===== src/rtl/aes_pkg.sv =====
// ============================================================================
// Module : aes_pkg
// Brief  : Shared types and GF(2^8) helpers for the AES round stages.
// Rev    : 1.0 - initial release
// ============================================================================
`default_nettype none

package aes_pkg;

    localparam int NB_COLS = 4;

    typedef enum logic [1:0] {
        IDLE = 2'd0,
        RUN  = 2'd1,
        DONE = 2'd2
    } mc_state_t;

    // Multiply by x modulo the AES polynomial x^8+x^4+x^3+x+1.
    function automatic logic [7:0] xtime(input logic [7:0] b);
        return {b[6:0], 1'b0} ^ (b[7] ? 8'h1b : 8'h00);
    endfunction

    function automatic logic [7:0] gf_mul3(input logic [7:0] b);
        return xtime(b) ^ b;
    endfunction

endpackage

`default_nettype wire


===== src/rtl/mix_single_column.sv =====
// ============================================================================
// Module : mix_single_column
// Brief  : Combinational MixColumns transform of one 4-byte column (row r = byte r).
// Rev    : 1.0 - initial release
// ============================================================================
`default_nettype none

module mix_single_column
    import aes_pkg::*;
(
    input  logic [31:0] i_col,
    output logic [31:0] o_col
);

    logic [7:0] w_b0;
    logic [7:0] w_b1;
    logic [7:0] w_b2;
    logic [7:0] w_b3;

    assign w_b0 = i_col[7:0];
    assign w_b1 = i_col[15:8];
    assign w_b2 = i_col[23:16];
    assign w_b3 = i_col[31:24];

    // Circulant matrix rows [2 3 1 1], [1 2 3 1], [1 1 2 3], [3 1 1 2].
    assign o_col[7:0]   = xtime(w_b0)   ^ gf_mul3(w_b1) ^ w_b2          ^ w_b3;
    assign o_col[15:8]  = w_b0          ^ xtime(w_b1)   ^ gf_mul3(w_b2) ^ w_b3;
    assign o_col[23:16] = w_b0          ^ w_b1          ^ xtime(w_b2)   ^ gf_mul3(w_b3);
    assign o_col[31:24] = gf_mul3(w_b0) ^ w_b1          ^ w_b2          ^ xtime(w_b3);

endmodule

`default_nettype wire


===== src/rtl/mix_columns_step.sv =====
// ============================================================================
// Module : mix_columns_step
// Brief  : Iterative AES MixColumns stage, COLS_PER_CYCLE columns per clock,
//          level start/finish handshake. Define ADD_ROUND_KEY_EN to fuse
//          AddRoundKey into each written column.
// Rev    : 1.0 - initial release
// ============================================================================
`default_nettype none

module mix_columns_step
    import aes_pkg::*;
#(
    parameter int COLS_PER_CYCLE = 1
)
(
    input  logic         clk,
    input  logic         rst,
    input  logic         start,
    input  logic [127:0] in,
    input  logic [127:0] key,
    output logic         finish,
    output logic [127:0] mixcolumnsstep
);

    if ((COLS_PER_CYCLE != 1) && (COLS_PER_CYCLE != 2) && (COLS_PER_CYCLE != 4)) begin : g_bad_cols
        $error("mix_columns_step: COLS_PER_CYCLE must be 1, 2 or 4");
    end

    // Counter advance wraps modulo NB_COLS; the 4-column build steps by 0.
    localparam logic [1:0] c_STEP     = 2'(COLS_PER_CYCLE % NB_COLS);
    localparam logic [1:0] c_LAST_IDX = 2'(NB_COLS - COLS_PER_CYCLE);

    mc_state_t    r_fsm;
    logic [1:0]   r_col_idx;
    logic [127:0] r_data;
    logic [127:0] r_out;
    logic         r_finish;

    logic [1:0]   w_col_idx [COLS_PER_CYCLE];
    logic [31:0]  w_col_mix [COLS_PER_CYCLE];
    logic [31:0]  w_col_res [COLS_PER_CYCLE];

`ifdef ADD_ROUND_KEY_EN
    logic [127:0] r_key;
`else
    logic         w_unused_key;
    assign w_unused_key = ^key;
`endif

    for (genvar g = 0; g < COLS_PER_CYCLE; g++) begin : g_col
        assign w_col_idx[g] = r_col_idx + 2'(g);

        mix_single_column u_mix (
            .i_col (r_data[{w_col_idx[g], 5'd0} +: 32]),
            .o_col (w_col_mix[g])
        );

`ifdef ADD_ROUND_KEY_EN
        assign w_col_res[g] = w_col_mix[g] ^ r_key[{w_col_idx[g], 5'd0} +: 32];
`else
        assign w_col_res[g] = w_col_mix[g];
`endif
    end

    always_ff @(posedge clk or posedge rst) begin
        if (rst) begin
            r_fsm     <= IDLE;
            r_col_idx <= 2'd0;
            r_data    <= '0;
            r_out     <= '0;
            r_finish  <= 1'b0;
`ifdef ADD_ROUND_KEY_EN
            r_key     <= '0;
`endif
        end else begin
            case (r_fsm)
                IDLE: begin
                    if (start) begin
                        r_data    <= in;
`ifdef ADD_ROUND_KEY_EN
                        r_key     <= key;
`endif
                        r_col_idx <= 2'd0;
                        r_fsm     <= RUN;
                    end
                end
                RUN: begin
                    if (!start) begin
                        r_col_idx <= 2'd0;
                        r_fsm     <= IDLE;
                    end else begin
                        for (int i = 0; i < COLS_PER_CYCLE; i++) begin
                            r_out[{w_col_idx[i], 5'd0} +: 32] <= w_col_res[i];
                        end
                        r_col_idx <= r_col_idx + c_STEP;
                        if (r_col_idx == c_LAST_IDX) begin
                            r_fsm    <= DONE;
                            r_finish <= 1'b1;
                        end
                    end
                end
                DONE: begin
                    // Hold the result; a new run needs start to drop first.
                    if (!start) begin
                        r_fsm    <= IDLE;
                        r_finish <= 1'b0;
                    end
                end
                default: begin
                    r_fsm    <= IDLE;
                    r_finish <= 1'b0;
                end
            endcase
        end
    end

    assign finish         = r_finish;
    assign mixcolumnsstep = r_out;

endmodule

`default_nettype wire

===== config.mk =====
export PLATFORM = sky130hd
export DESIGN_NAME = mix_columns_step
export DESIGN_NICKNAME = d
export VERILOG_FILES = /design/src/rtl/aes_pkg.sv /design/src/rtl/mix_single_column.sv /design/src/rtl/mix_columns_step.sv
export SDC_FILE = /design/constraint.sdc
export NUM_CORES = 1
export LEC_CHECK = 0
export CAP_MARGIN = 5
export CORE_MARGIN = 3
export CORE_UTILIZATION = 40
export DETAILED_ROUTE_END_ITERATION = 16
export PLACE_DENSITY = 0.73
export SYNTH_ARGS = -nofsm -noshare
export SYNTH_HDL_FRONTEND = slang
export SYNTH_SLANG_ARGS = --single-unit
export TNS_END_PERCENT = 20

===== constraint.sdc =====
create_clock -name clk -period 10.6 [get_ports clk]
set_input_delay 3.18 -clock clk [delete_from_list [all_inputs] [get_ports clk]]
set_output_delay 3.18 -clock clk [all_outputs]
set_load 0.01 [all_outputs]

# Yosys cells after proc, flatten, opt, wreduce, memory -nomap -nowiden
# Index checks and enable logic that the tools add are counted.
# Widths: inputs -> output; s select.
# word_totals
reg_bits	261
latch_bits	0
ramBits	0
mem_bits_ro	0
inputBits	259
output_inout_bits	129
elab_cells	63
n_memories	0
# classes
addsub	2
multipliers	0
div	0
n_lt_le_gt_ge	0
eq_ne	8
shift	3
mux	17
bitwise_logic	21
reduce_logical	7
# ops
operator	n
$xor 8x8->8	19
$bwmux 128	1
$shift 32x9->128 const A	1
$shiftx 128x8->32	1
$shiftx 32x9->128	1
$mux 5	4
$mux 2	6
$neg 7->9	1
$ne 2x2->1 const B	4
$xor 8x5->8	1
$pmux 2 s3	1
$reduce_and 2->1	3
$eq 2x2->1 const B	2
$pmux 2 s2	1
$reduce_and 4->1	1
$mux 1	3
$ne 3x3->1 const B	1
$pmux 1 s3	1
$reduce_and 3->1	1
$add 2x1->2 const B	1
$eq 2x1->1 const B	1
$logic_not 2->1	1
$reduce_bool 2->1	1
$not 1->1	1

# Logic depth before layout (Yosys ltp)
# Gate-level depths: netlist (run 1).
# logic_depth
ltp_word	9
depth_mapped	8
ltp_nobuf	5

# Modules after synthesis
# Synthesis (run 1) repeated with hierarchy kept, for this count alone.
# unflattened
cells_unflattened	714
area_unflattened_um2	11790.1
# by_module_without_submodules
module	n_inst	cells_per_inst	area_each_um2	seq_area_each_um2
mix_columns_step	1	633	10452.5	6531.3
mix_single_column	1	81	1337.5	0.0

# Least setup slack after synthesis (run 1)
# OpenSTA, ideal clock, no wires.
# synth_path
path_type	input port to flip-flop
start	in start
end	reg r_out[55] (netlist: mixcolumnsstep[55])
setup_time_ns	0.077
arrival_ns	4.455
required_time_ns	10.523
path_slack_ns	6.068
stages	6
path_buffers	2
path_cell_list	and3b_1 > clkbuf_1 > nand2_1 > or4_1 > clkbuf_1 > o21ai_1
# synth_between
elab_chain_cells	1
# synth_rtl
element	line_no	source
start: declaration	mix_columns_step.sv:18	input logic start,
$reduce_and 2->1 (no source line)	--	
end signal: indexed assignment	mix_columns_step.sv:93	r_out[{w_col_idx[i], 5'd0} +: 32] <= w_col_res[i];
end: declaration	mix_columns_step.sv:36	logic [127:0] r_out;
# No other way between the ends.
# A chain may end at the register's enable or synchronous reset.

# Worst setup path in the final report (run 1)
# layout_path
start	in start
end	reg r_data[117]
# layout_between
elab_chain_cells	1
# layout_rtl
element	line_no	source
$reduce_and 2->1 (no source line)	--	
end signal: assignment	mix_columns_step.sv:79	r_data <= in;
end: declaration	mix_columns_step.sv:35	logic [127:0] r_data;
# No other way between the ends.

==> results.rst, run 1 <==
.. list-table::
   :header-rows: 1

   * - Metric
     - Value
   * - CP arrival
     - 6200 ps
   * - DRC errors left
     - 0
   * - Status
     - complete, no violations
   * - Setup clock skew after layout
     - 15.1 ps
   * - Avg Inst Size Synth
     - 13.9 sq um
   * - Largest net degree at the start of global routing
     - 155
   * - Clock slew at reported path FFs
     - 60 ps
   * - Switching share of power
     - 32.5%
   * - Sequential cell fraction of total power
     - 35.1%
   * - Hold_sp
     - mixcolumnsstep[50]$_DFFE_PP0P_
   * - Total detailed-routing wirelength
     - 30300 microns
   * - Count of flip-flops with a built-in enable after synthesis
     - 0
   * - Synth unique cells
     - 27
   * - Clock share of power
     - 27.3%
   * - Setup Slack @ Placement
     - 4260 ps
   * - Number of core rows
     - 61
   * - Class of the most critical hold timing path
     - reg2reg
   * - Hold-fix buffer count after cts
     - 0
   * - Power spent charging and discharging nets
     - 1150 uW
   * - Total congestion overflow after global routing
     - 0
   * - Power after layout
     - 3520 uW
   * - Netlist area before placement
     - 11600 sq um
   * - VDD IR max
     - 136 uV
   * - Final weighted congestion of routability-driven global placement
     - 0.797
   * - Max Cap Violations
     - 0
   * - Cell area power density
     - 228 nW/um^2
   * - Antenna diode count
     - 0
   * - Final-report setup violation count
     - 0
   * - Layout cell share with drive strength beyond 1
     - 20.4%
   * - WP buf/inv
     - 2
   * - # port buffers
     - 259
   * - Number of global-route vias before repair
     - 7893
   * - Crit path required time
     - 11030 ps
   * - Number of design-rule violations left by the first detailed-router iteration
     - 603
   * - Clock buffer count from CTS
     - 27
   * - Floorplan die width
     - 176 microns
   * - Total die area
     - 31000 sq um
   * - I/O Pins
     - 388
   * - Launch instance of the worst register-to-register path
     - r_col_idx[0]$_DFFE_PP0P_
   * - Setup slack of the critical path after layout
     - 4830 ps
   * - Average vias per placed instance
     - 5.10
   * - Highest attainable clock frequency
     - 173 MHz
   * - Worst hold slack after final layout
     - 481 ps
   * - Sequential cell area
     - 6530 sq um
   * - Cell at the root of the clock tree
     - sky130_fd_sc_hd__clkbuf_16
   * - Overall track demand over capacity in global routing
     - 19.4%
   * - Clock sinks
     - 261
   * - YS warnings
     - 0
   * - Final number of max-transition violations
     - 0
   * - Final non-filler cell area
     - 15400 sq um
   * - Number of storage elements in the synthesis netlist
     - 261
   * - Maximum number of buffers from clock root to sink
     - 3
   * - Sequential area share after synthesis
     - 56.4%
   * - Fillcell total
     - 2327
   * - Internal portion of total power
     - 2380 uW
   * - Count leader, synth
     - sky130_fd_sc_hd__dfrtp_1
   * - Cell with the largest stage delay on the worst path
     - sky130_fd_sc_hd__buf_4
   * - TritonCTS clock tree
     - done
   * - Launching element type of the critical path
     - input port
   * - Synthesized netlist net count
     - 1098
   * - Total placed instance area
     - 14500 sq um
   * - Starting utilization of the core area
     - 41.1%
   * - Global-route wire length before repair
     - 46400 microns
   * - LEAKAGE
     - 0.00665 uW
   * - Count of endpoints failing hold in the final timing report
     - 0
   * - Multi-input combinational cell area
     - 4820 sq um
   * - Crit path capture type
     - flip-flop
   * - Average detailed-routed wire length per instance
     - 20.5 microns
   * - Maximum cell stage delay along the critical path
     - 960 ps
   * - Synth async-reset ratio
     - 100%
   * - Share of the synthesized area in the top cell type
     - 56.4%
   * - Setup repair after global routing missed its margin
     - false
   * - Post-route antenna net violation count
     - 0
   * - CTS resizes
     - 0
   * - H-Tree Level Count
     - 1
   * - Antenna violations before repair
     - 1
   * - Startpoint of the most critical setup path
     - start
   * - Ranking of synthesized cells by instance count
     - sky130_fd_sc_hd__dfrtp_1, sky130_fd_sc_hd__nand2_1, sky130_fd_sc_hd__mux2_2, sky130_fd_sc_hd__o21ai_1, sky130_fd_sc_hd__clkbuf_1
   * - Maximum fanout along the worst path
     - 86
   * - Detailed Routing Iterations Pass 1
     - 4
   * - Number of buffers inserted by post-CTS setup repair
     - 0
   * - Total number of vias
     - 7547
   * - DIE HEIGHT
     - 176 microns
   * - Slew of the pin with the lowest slew margin
     - 1170 ps
   * - Net count reported at finish
     - 1347
   * - Count of mapped cells out of synthesis
     - 833
   * - Crit-path leading delay family
     - buffers and inverters
   * - Cell chain of the critical path
     - clkdlybuf4s50_1 -> nand2b_1 -> nor2_4 -> buf_4 -> mux2_2
   * - Total negative slack
     - 0 ps
   * - Dominant cell type by area after synthesis
     - sky130_fd_sc_hd__dfrtp_1
   * - Clock latency reported for the late side of the worst-skew pair
     - 540 ps
   * - Worst-case headroom to the max-slew limit
     - 21.9%
   * - Placeable core region
     - 28200 sq um
   * - Final HPWL from detailed placement
     - 21600 microns
   * - Leading post-synthesis cells by cell area
     - sky130_fd_sc_hd__dfrtp_1, sky130_fd_sc_hd__mux2_2, sky130_fd_sc_hd__xnor3_1
   * - Power share of the combinational group
     - 37.7%
   * - Layout Area Growth over Synthesis
     - 33.4%
   * - Synth Flop Type
     - sky130_fd_sc_hd__dfrtp_1
   * - Final clock period utilization by the worst path
     - 54.4%
   * - Setup CP Type
     - in2reg
   * - Post-layout min period
     - 5770 ps
## metal layers
| layer | routed length, microns | vias to the layer above | global-route usage [%] |
|---|---|---|---|
| li1 | - | 3423 | - |
| met1 | 12600 | 3794 | 25.9 |
| met2 | 14400 | 280 | 31.7 |
| met3 | 2640 | 48 | 5.59 |
| met4 | 700 | 2 | 4.29 |
| met5 | 9 | - | 0 |
## worst register-to-register path, delay by kind of cell (launching register included)
kind            cells  cell delay [ps]
compound gates      1              320
fa+ha+maj           1              290
buf+inv             1              570
flops               1              340
simple gates        2             1660
## per-stage QoR
stage	instances	util (%)
detailed placement	1431	51.6
floorplan	833	-
CTS	1481	54.8
global placement	1431	51.6
global route	1481	54.8
finish	1481	54.8
## power groups by stage
stage	combinational, uW	clock, uW	sequential (uW)
after detailed placement	1320	0	1260
after CTS	1340	986	1240
final	1330	962	1240
after floorplan	793	0	1270
after global placement	1310	0	1250
after global routing	1400	1030	1250
## worst paths after layout
check,to,slack [ps],cells past startpoint
setup / recovery,r_data[117]$_DFFE_PP0P_,4830,5
setup reg to reg,mixcolumnsstep[121]$_DFFE_PP0P_,7340,5
min in group asynchronous,mixcolumnsstep[124]$_DFFE_PP0P_,3150,2
hold reg to reg,mixcolumnsstep[50]$_DFFE_PP0P_,480,2
hold / removal,mixcolumnsstep[50]$_DFFE_PP0P_,480,2
max in group asynchronous,r_data[89]$_DFFE_PP0P_,6210,3
## cell usage in the layout (no fill, tap or decap), types with 2 or more instances in the layout
cell / synthesis / routed
sky130_fd_sc_hd__inv_1: 5 / 4
sky130_fd_sc_hd__xnor2_4: 2 / 2
sky130_fd_sc_hd__clkbuf_16: 0 / 27
sky130_fd_sc_hd__ha_1: 6 / 6
sky130_fd_sc_hd__o21ai_0: 2 / 2
sky130_fd_sc_hd__buf_4: 0 / 9
sky130_fd_sc_hd__bufinv_16: 0 / 2
sky130_fd_sc_hd__inv_6: 0 / 2
sky130_fd_sc_hd__clkbuf_8: 0 / 8
sky130_fd_sc_hd__xor3_1: 5 / 5
sky130_fd_sc_hd__mux4_2: 32 / 32
sky130_fd_sc_hd__xor2_1: 6 / 6
sky130_fd_sc_hd__xnor2_2: 6 / 6
sky130_fd_sc_hd__or4_1: 3 / 2
sky130_fd_sc_hd__clkdlybuf4s50_1: 0 / 259
sky130_fd_sc_hd__mux2_2: 128 / 128
sky130_fd_sc_hd__dfrtp_1: 261 / 260
sky130_fd_sc_hd__o21ai_1: 128 / 128
sky130_fd_sc_hd__nand2_1: 136 / 135
sky130_fd_sc_hd__clkinv_2: 0 / 2
sky130_fd_sc_hd__nand2b_1: 2 / 2
sky130_fd_sc_hd__xnor3_1: 38 / 38
sky130_fd_sc_hd__clkbuf_1: 40 / 8
sky130_fd_sc_hd__xnor2_1: 16 / 16
## final cells by class
type                       count  area share, %
tap                          378           3.06
clock buffer                  43           5.28
multi-input combinational    518           31.2
sequential                   261           42.3
inverter                       5          0.170
clock inverter                 7          0.624
timing repair buffer         269           17.4
## state kept, by name, indices dropped and copies added, names as in the netlist
register / count
r_data: 128
r_col_idx: 2
r_fsm: 2
mixcolumnsstep: 128
finish: 1
## cell families (layout without fill, tap and decap cells)
logic type      Yosys count  after routing  share of synthesized area (%)
compound gates          134            134                           5.87
buf+inv                  54            324                           2.06
flops                   261            261                           56.4
fa+ha+maj                 6              6                          0.648
simple gates            145            145                           4.96
xor+xnor                 73             73                           11.4
mux                     160            160                           18.7
(Power assumes the default switching activity.)
==> run 2: changes to the inputs <==
- clock period: 10.6 -> 4.75 ns (I/O delays scaled with it)
==> run 2 against run 1 <==
Sequential share of layout area fell by 0.55 points. Utilization rose by 0.73 points. First-iteration DRC count fell by 12%. Critical path type unchanged. Worst setup slack got worse by 3200 ps. Global-route usage rose by 0.26 points. Via count rose by 0.77%. Flip-flop and latch count did not move. Total power rose by 130%. Die area did not move. Clock power rose by 150%. Count of clock-buffer cells in the layout rose by 3. Non-clock buffer count rose by 5.
==> results.rst, run 2 (synthesis gave the netlist of run 1 again) <==
.. list-table::
   :header-rows: 1

   * - Metric
     - Value
   * - I/O Pins
     - 388 (unchanged)
   * - Clock sinks
     - 261 (unchanged)
   * - Cell with the largest stage delay on the worst path
     - sky130_fd_sc_hd__clkdlybuf4s50_1
   * - VDD IR max
     - 297 uV (+120%)
   * - Crit-path leading delay family
     - buffers and inverters
   * - Detailed Routing Iterations Pass 1
     - 5 (+1)
   * - Final clock period utilization by the worst path
     - 66.2%
   * - Post-route antenna net violation count
     - 0 (unchanged)
   * - Final weighted congestion of routability-driven global placement
     - 0.781 (-2.0%)
   * - Layout cell share with drive strength beyond 1
     - 20.7% (+0.32 points)
   * - Clock slew at reported path FFs
     - 60 ps (about the same)
   * - Highest attainable clock frequency
     - 318 MHz
   * - Average vias per placed instance
     - 5.11 (+0.29%)
   * - WP buf/inv
     - 3 (+1)
   * - Final number of max-transition violations
     - 0 (unchanged)
   * - Launching element type of the critical path
     - input port
   * - Maximum cell stage delay along the critical path
     - 550 ps (-410 ps)
   * - CTS resizes
     - 0 (unchanged)
   * - Worst R2R End
     - mixcolumnsstep[90]$_DFFE_PP0P_
   * - Setup slack of the critical path after layout
     - 1610 ps (-3230 ps)
   * - Cell area power density
     - 518 nW/um^2 (+130%)
   * - Total congestion overflow after global routing
     - 0 (unchanged)
   * - Global-route wire length before repair
     - 46800 microns (+0.92%)
   * - Launch instance of the worst register-to-register path
     - r_col_idx[0]$_DFFE_PP0P_
   * - CP arrival
     - 3600 ps (-2600 ps)
   * - Number of buffers inserted by post-CTS setup repair
     - 0 (unchanged)
   * - Starting utilization of the core area
     - 41.1% (unchanged)
   * - Total negative slack
     - 0 ps (unchanged)
   * - Inst Count DP
     - 1436 (+0.35%)
   * - # port buffers
     - 259 (unchanged)
   * - Maximum fanout along the worst path
     - 33 (-62%)
   * - H-Tree Level Count
     - 1 (unchanged)
   * - Final-report setup violation count
     - 0 (unchanged)
   * - Average detailed-routed wire length per instance
     - 20.5 microns (+0.20%)
   * - Placeable core region
     - 28200 sq um (unchanged)
   * - Antenna violations before repair
     - 0 (-1)
   * - Largest net degree at the start of global routing
     - 129 (-17%)
   * - Clock latency reported for the late side of the worst-skew pair
     - 540 ps (about the same)
   * - Most common cell on crit path
     - sky130_fd_sc_hd__buf_4
   * - Number of global-route vias before repair
     - 8008 (+1.5%)
   * - Overall track demand over capacity in global routing
     - 19.6% (+0.26 points)
   * - Final HPWL from detailed placement
     - 21900 microns (+1.3%)
   * - TritonCTS clock tree
     - done
   * - Fillcell total
     - 2306 (-0.90%)
   * - Max Cap Violations
     - 0 (unchanged)
   * - Final non-filler cell area
     - 15700 sq um (+1.3%)
   * - Setup clock skew after layout
     - 7.62 ps (-7.43 ps)
   * - Layout Area Growth over Synthesis
     - 35.1%
   * - Total placed instance area
     - 14600 sq um (+0.55%)
   * - DIE HEIGHT
     - 176 microns (unchanged)
   * - Setup Slack @ Placement
     - 1070 ps (-3180 ps)
   * - Cell at the root of the clock tree
     - sky130_fd_sc_hd__clkbuf_16
   * - Total die area
     - 31000 sq um (unchanged)
   * - Crit path required time
     - 5200 ps (-5830 ps)
   * - Hold_sp
     - mixcolumnsstep[105]$_DFFE_PP0P_
   * - Worst-case headroom to the max-slew limit
     - 44.2% (+22 points)
   * - Crit path capture type
     - flip-flop
   * - DRC errors left
     - 0 (unchanged)
   * - Number of core rows
     - 61 (unchanged)
   * - Clock buffer count from CTS
     - 28 (+3.7%)
   * - Most used cells in the layout excluding fill and tap cells
     - sky130_fd_sc_hd__dfrtp_1, sky130_fd_sc_hd__clkdlybuf4s50_1, sky130_fd_sc_hd__nand2_1, sky130_fd_sc_hd__o21ai_1, sky130_fd_sc_hd__mux2_2
   * - Setup CP Type
     - in2reg
   * - Total detailed-routing wirelength
     - 30500 microns (+0.67%)
   * - LEAKAGE
     - 0.00673 uW (+1.3%)
   * - Net count reported at finish
     - 1353 (+0.45%)
   * - Status
     - complete, no violations
   * - Most common cell after layout, fill and taps aside
     - sky130_fd_sc_hd__dfrtp_1
   * - Final Non-Filler Cells
     - 1488 (+0.47%)
   * - Total number of vias
     - 7605 (+0.77%)
   * - Cell count along the critical path
     - 7 (+2)
   * - Class of the most critical hold timing path
     - reg2reg
   * - Number of cells traversed by the worst hold path
     - 2 (unchanged)
   * - Power after layout
     - 8110 uW (+130%)
   * - Floorplan die width
     - 176 microns (unchanged)
   * - Slew of the pin with the lowest slew margin
     - 832 ps (-337 ps)
   * - Hold-fix buffer count after cts
     - 0 (unchanged)
   * - Setup repair after global routing missed its margin
     - false
   * - Antenna diode count
     - 0 (unchanged)
   * - Number of design-rule violations left by the first detailed-router iteration
     - 529 (-12%)
   * - Reg2reg path depth
     - 5 (unchanged)
   * - Cell chain of the critical path
     - clkdlybuf4s50_1 -> and3b_1 -> nand2_1 -> buf_4 -> or4_1 -> buf_4 -> o21ai_1
   * - Post-layout min period
     - 3140 ps
   * - Maximum number of buffers from clock root to sink
     - 3 (unchanged)
   * - Endpoint, Worst Hold
     - mixcolumnsstep[105]$_DFFE_PP0P_
   * - Minimum setup slack among reg-to-reg paths
     - 1640 ps (-5700 ps)
   * - Count of endpoints failing hold in the final timing report
     - 0 (unchanged)
run 2: through the flow:
stage / hold slack (ps) / utilization [%]
3_3_place_gp: 466 / 51.9
6_report: 481 / 55.6
2_1_floorplan: 475 / -
4_1_cts: 488 / 55.6
5_1_grt: 509 / 55.6
3_5_place_dp: 475 / 51.9
run 2: how the worst max path moves through the flow:
stage	startpoint	end	slack, ps
final	start	mixcolumnsstep[99]$_DFFE_PP0P_	1610
after global routing	r_col_idx[0]$_DFFE_PP0P_	mixcolumnsstep[90]$_DFFE_PP0P_	1490
after CTS	r_col_idx[0]$_DFFE_PP0P_	mixcolumnsstep[90]$_DFFE_PP0P_	1630
after detailed placement	start	mixcolumnsstep[99]$_DFFE_PP0P_	1070
after global placement	start	mixcolumnsstep[107]$_DFFE_PP0P_	1120
after floorplan	rst	finish$_DFFE_PP0P_	-120
run 2: area by class of cell:
| cell class | count | area, sq um | share of cell area [%] |
|---|---|---|---|
| multi-input cells | 518 | 4820 | 30.8 |
| flip-flops and latches | 261 | 6530 | 41.7 |
| repair buffers | 274 | 2770 | 17.7 |
| clock buffers | 46 | 880 | 5.62 |
| inverters | 5 | 22.5 | 0.144 |
| well taps | 378 | 473 | 3.02 |
| clock inverters | 6 | 158 | 1.01 |
run 2: report_power, final:
part / internal [uW] / switching (uW)
Combinational: 1470 / 1480
Clock: 1530 / 866
Sequential: 2570 / 204
run 2: tightest hold or removal path, stage by stage (launching register included):
cell and delay [ps]:
sky130_fd_sc_hd__dfrtp_1 340, sky130_fd_sc_hd__nand2_1 50, sky130_fd_sc_hd__o21ai_1 60
run 2: layer usage:
metal  track usage [%]  wire length, microns  vias up
li1                  -                     -     3432
met1              26.0                 12700     3847
met5                 0                     0        -
met2              32.0                 14400      271
met4              5.15                   853        0
met3              5.48                  2590       55
==> run 3: changes to the inputs <==
- PLACE_DENSITY: 0.73 -> 0.71
- clock period: 4.75 -> 2.9 ns (I/O delays scaled with it)
==> run 3 against run 2 <==
Routed wire length increased by 0.88%. Utilization increased by 1.0 points. Clock skew increased by 2.3 ps. Combinational power increased by 65%. Highest routed layer is now met5. Die area unchanged. Register-to-register slack got worse by 1400 ps. Sequential power increased by 64%.
==> results.rst, run 3 (synthesis gave the netlist of run 1 again) <==
.. list-table::
   :header-rows: 1

   * - Metric
     - Value
   * - Status
     - complete, no violations
   * - Fraction of the core area covered by cells at the end of the flow
     - 56.6% (+1.0 points)
   * - Average detailed-routed wire length per instance
     - 20.4 microns (-0.40%)
   * - Setup CP Type
     - reg2reg
   * - Final clock period utilization by the worst path
     - 91.9%
   * - Number of buffers inserted by post-CTS setup repair
     - 0 (unchanged)
   * - Crit path required time
     - 3350 ps (-1850 ps)
   * - Maximum fanout along the worst path
     - 22 (-33%)
   * - Floorplan die width
     - 176 microns (unchanged)
   * - Antenna violations before repair
     - 2 (+2)
   * - DRC errors left
     - 0 (unchanged)
   * - Number of design-rule violations left by the first detailed-router iteration
     - 476 (-10%)
   * - Largest net degree at the start of global routing
     - 37 (-71%)
   * - CTS resizes
     - 0 (unchanged)
   * - H-Tree Level Count
     - 1 (unchanged)
   * - Layout Area Growth over Synthesis
     - 37.6%
   * - Post-layout min period
     - 2670 ps
   * - Global-route wire length before repair
     - 47600 microns (+1.8%)
   * - Final HPWL from detailed placement
     - 23100 microns (+5.5%)
   * - Placeable core region
     - 28200 sq um (unchanged)
   * - Starting utilization of the core area
     - 41.1% (unchanged)
   * - Setup clock skew after layout
     - 9.88 ps (+2.26 ps)
   * - Maximum number of buffers from clock root to sink
     - 3 (unchanged)
   * - Clock slew at reported path FFs
     - 60 ps (about the same)
   * - Highest attainable clock frequency
     - 375 MHz
   * - Endpoint, Worst Hold
     - mixcolumnsstep[93]$_DFFE_PP0P_
   * - Hold-fix buffer count after cts
     - 0 (unchanged)
   * - Antenna diode count
     - 0 (unchanged)
   * - Number of core rows
     - 61 (unchanged)
   * - Setup repair after global routing missed its margin
     - false
   * - Clock latency reported for the late side of the worst-skew pair
     - 540 ps (about the same)
   * - Average vias per placed instance
     - 5.07 (-0.79%)
   * - Launching element type of the critical path
     - flip-flop
   * - Final number of max-transition violations
     - 0 (unchanged)
   * - Detailed Routing Iterations Pass 1
     - 4 (-1)
   * - Power share of the combinational group
     - 36.7% (+0.4 points)
   * - Overall track demand over capacity in global routing
     - 19.8% (+0.20 points)
   * - Total negative slack
     - 0 ps (unchanged)
   * - Clock buffer count from CTS
     - 28 (unchanged)
   * - Minimum setup slack among reg-to-reg paths
     - 230 ps (-1410 ps)
   * - DIE HEIGHT
     - 176 microns (unchanged)
   * - VDD IR max
     - 421 uV (+42%)
   * - Reg2reg path depth
     - 5 (unchanged)
   * - Clock share of power
     - 29.1% (-0.4 points)
   * - Cell area power density
     - 833 nW/um^2 (+61%)
   * - Post-route antenna net violation count
     - 0 (unchanged)
   * - I/O Pins
     - 388 (unchanged)
   * - Total die area
     - 31000 sq um (unchanged)
   * - Class of the most critical hold timing path
     - reg2reg
   * - Total detailed-routing wirelength
     - 30800 microns (+0.88%)
   * - Count of endpoints failing hold in the final timing report
     - 0 (unchanged)
   * - Sequential cell fraction of total power
     - 34.2% (about the same)
   * - Total number of vias
     - 7641 (+0.47%)
   * - Most used cells in the layout excluding fill and tap cells
     - sky130_fd_sc_hd__dfrtp_1, sky130_fd_sc_hd__clkdlybuf4s50_1, sky130_fd_sc_hd__nand2_1, sky130_fd_sc_hd__o21ai_1, sky130_fd_sc_hd__mux2_2
   * - Final-report setup violation count
     - 0 (unchanged)
   * - Worst R2R End
     - mixcolumnsstep[84]$_DFFE_PP0P_
   * - Final non-filler cell area
     - 15900 sq um (+1.8%)
   * - Power spent charging and discharging nets
     - 4180 uW (+64%)
   * - Max Cap Violations
     - 0 (unchanged)
   * - Slew of the pin with the lowest slew margin
     - 550 ps (-282 ps)
   * - Hold_sp
     - mixcolumnsstep[93]$_DFFE_PP0P_
   * - Switching share of power
     - 31.5% (+0.035 points)
   * - LEAKAGE
     - 0.00689 uW (+2.3%)
   * - Launch instance of the worst register-to-register path
     - r_col_idx[0]$_DFFE_PP0P_
   * - Number of global-route vias before repair
     - 8168 (+2.0%)
   * - Total congestion overflow after global routing
     - 0 (unchanged)
   * - Crit path capture type
     - flip-flop
   * - Layout cell share with drive strength beyond 1
     - 22.7% (+2.0 points)
   * - Internal portion of total power
     - 9090 uW (+64%)
   * - Clock sinks
     - 261 (unchanged)
   * - Worst-case headroom to the max-slew limit
     - 63.1% (+19 points)
   * - Total placed instance area
     - 14900 sq um (+2.0%)
   * - Cell at the root of the clock tree
     - sky130_fd_sc_hd__clkbuf_16
   * - Final weighted congestion of routability-driven global placement
     - 0.794 (+1.7%)
   * - Worst hold slack after final layout
     - 488 ps (+6.31 ps)
   * - CP arrival
     - 3120 ps (-480 ps)
   * - TritonCTS clock tree
     - done
   * - Net count reported at finish
     - 1372 (+1.4%)
   * - Number of cells traversed by the worst hold path
     - 2 (unchanged)
   * - # port buffers
     - 259 (unchanged)
run 3: cell type report:
cell class	count	area (sq um)
Multi-Input combinational cell	518	4820
Tap cell	378	473
Inverter	5	22.5
Clock buffer	41	871
Timing Repair Buffer	293	3060
Fill cell	2271	12200
Sequential cell	261	6530
Clock inverter	11	161
run 3: worst max-delay path by stage:
stage / start / to / slack [ps] / depth (start not counted)
after floorplan: rst / finish$_DFFE_PP0P_ / -1410 / 1
after global placement: start / mixcolumnsstep[44]$_DFFE_PP0P_ / 190 / 6
after detailed placement: start / mixcolumnsstep[39]$_DFFE_PP0P_ / 110 / 6
after CTS: r_col_idx[0]$_DFFE_PP0P_ / mixcolumnsstep[4]$_DFFE_PP0P_ / 170 / 5
after global routing: r_col_idx[0]$_DFFE_PP0P_ / mixcolumnsstep[4]$_DFFE_PP0P_ / 30 / 5
final: r_col_idx[0]$_DFFE_PP0P_ / mixcolumnsstep[84]$_DFFE_PP0P_ / 230 / 5
run 3: metrics by stage:
step | power, uW | cells | setup WS [ps]
finish | 13300 | 1507 | 235
floorplan | 7520 | 833 | -1410
global placement | 9430 | 1455 | 192
detailed placement | 9500 | 1455 | 107
CTS | 13400 | 1507 | 168
global route | 13800 | 1507 | 31.2
run 3: power groups by stage:
stage | Combinational, uW | Sequential [uW] | Clock [uW]
CTS | 4940 | 4540 | 3940
detailed placement | 4890 | 4600 | 0
global route | 5150 | 4610 | 4070
finish | 4870 | 4540 | 3860
floorplan | 2900 | 4630 | 0
global placement | 4860 | 4570 | 0
run 3: critical path, stage by stage (launching register included):
cell	delay, ps
sky130_fd_sc_hd__dfrtp_2	480
sky130_fd_sc_hd__buf_12	240
sky130_fd_sc_hd__mux4_2	610
sky130_fd_sc_hd__xor2_1	420
sky130_fd_sc_hd__xnor3_1	630
sky130_fd_sc_hd__o21ai_1	180
run 3: layer usage:
layer | up-vias | track usage [%] | wire (microns)
met5 | - | 0 | 34
met4 | 4 | 4.92 | 769
met3 | 53 | 5.61 | 2500
met2 | 243 | 31.9 | 14600
met1 | 3867 | 26.7 | 12900
li1 | 3474 | - | -
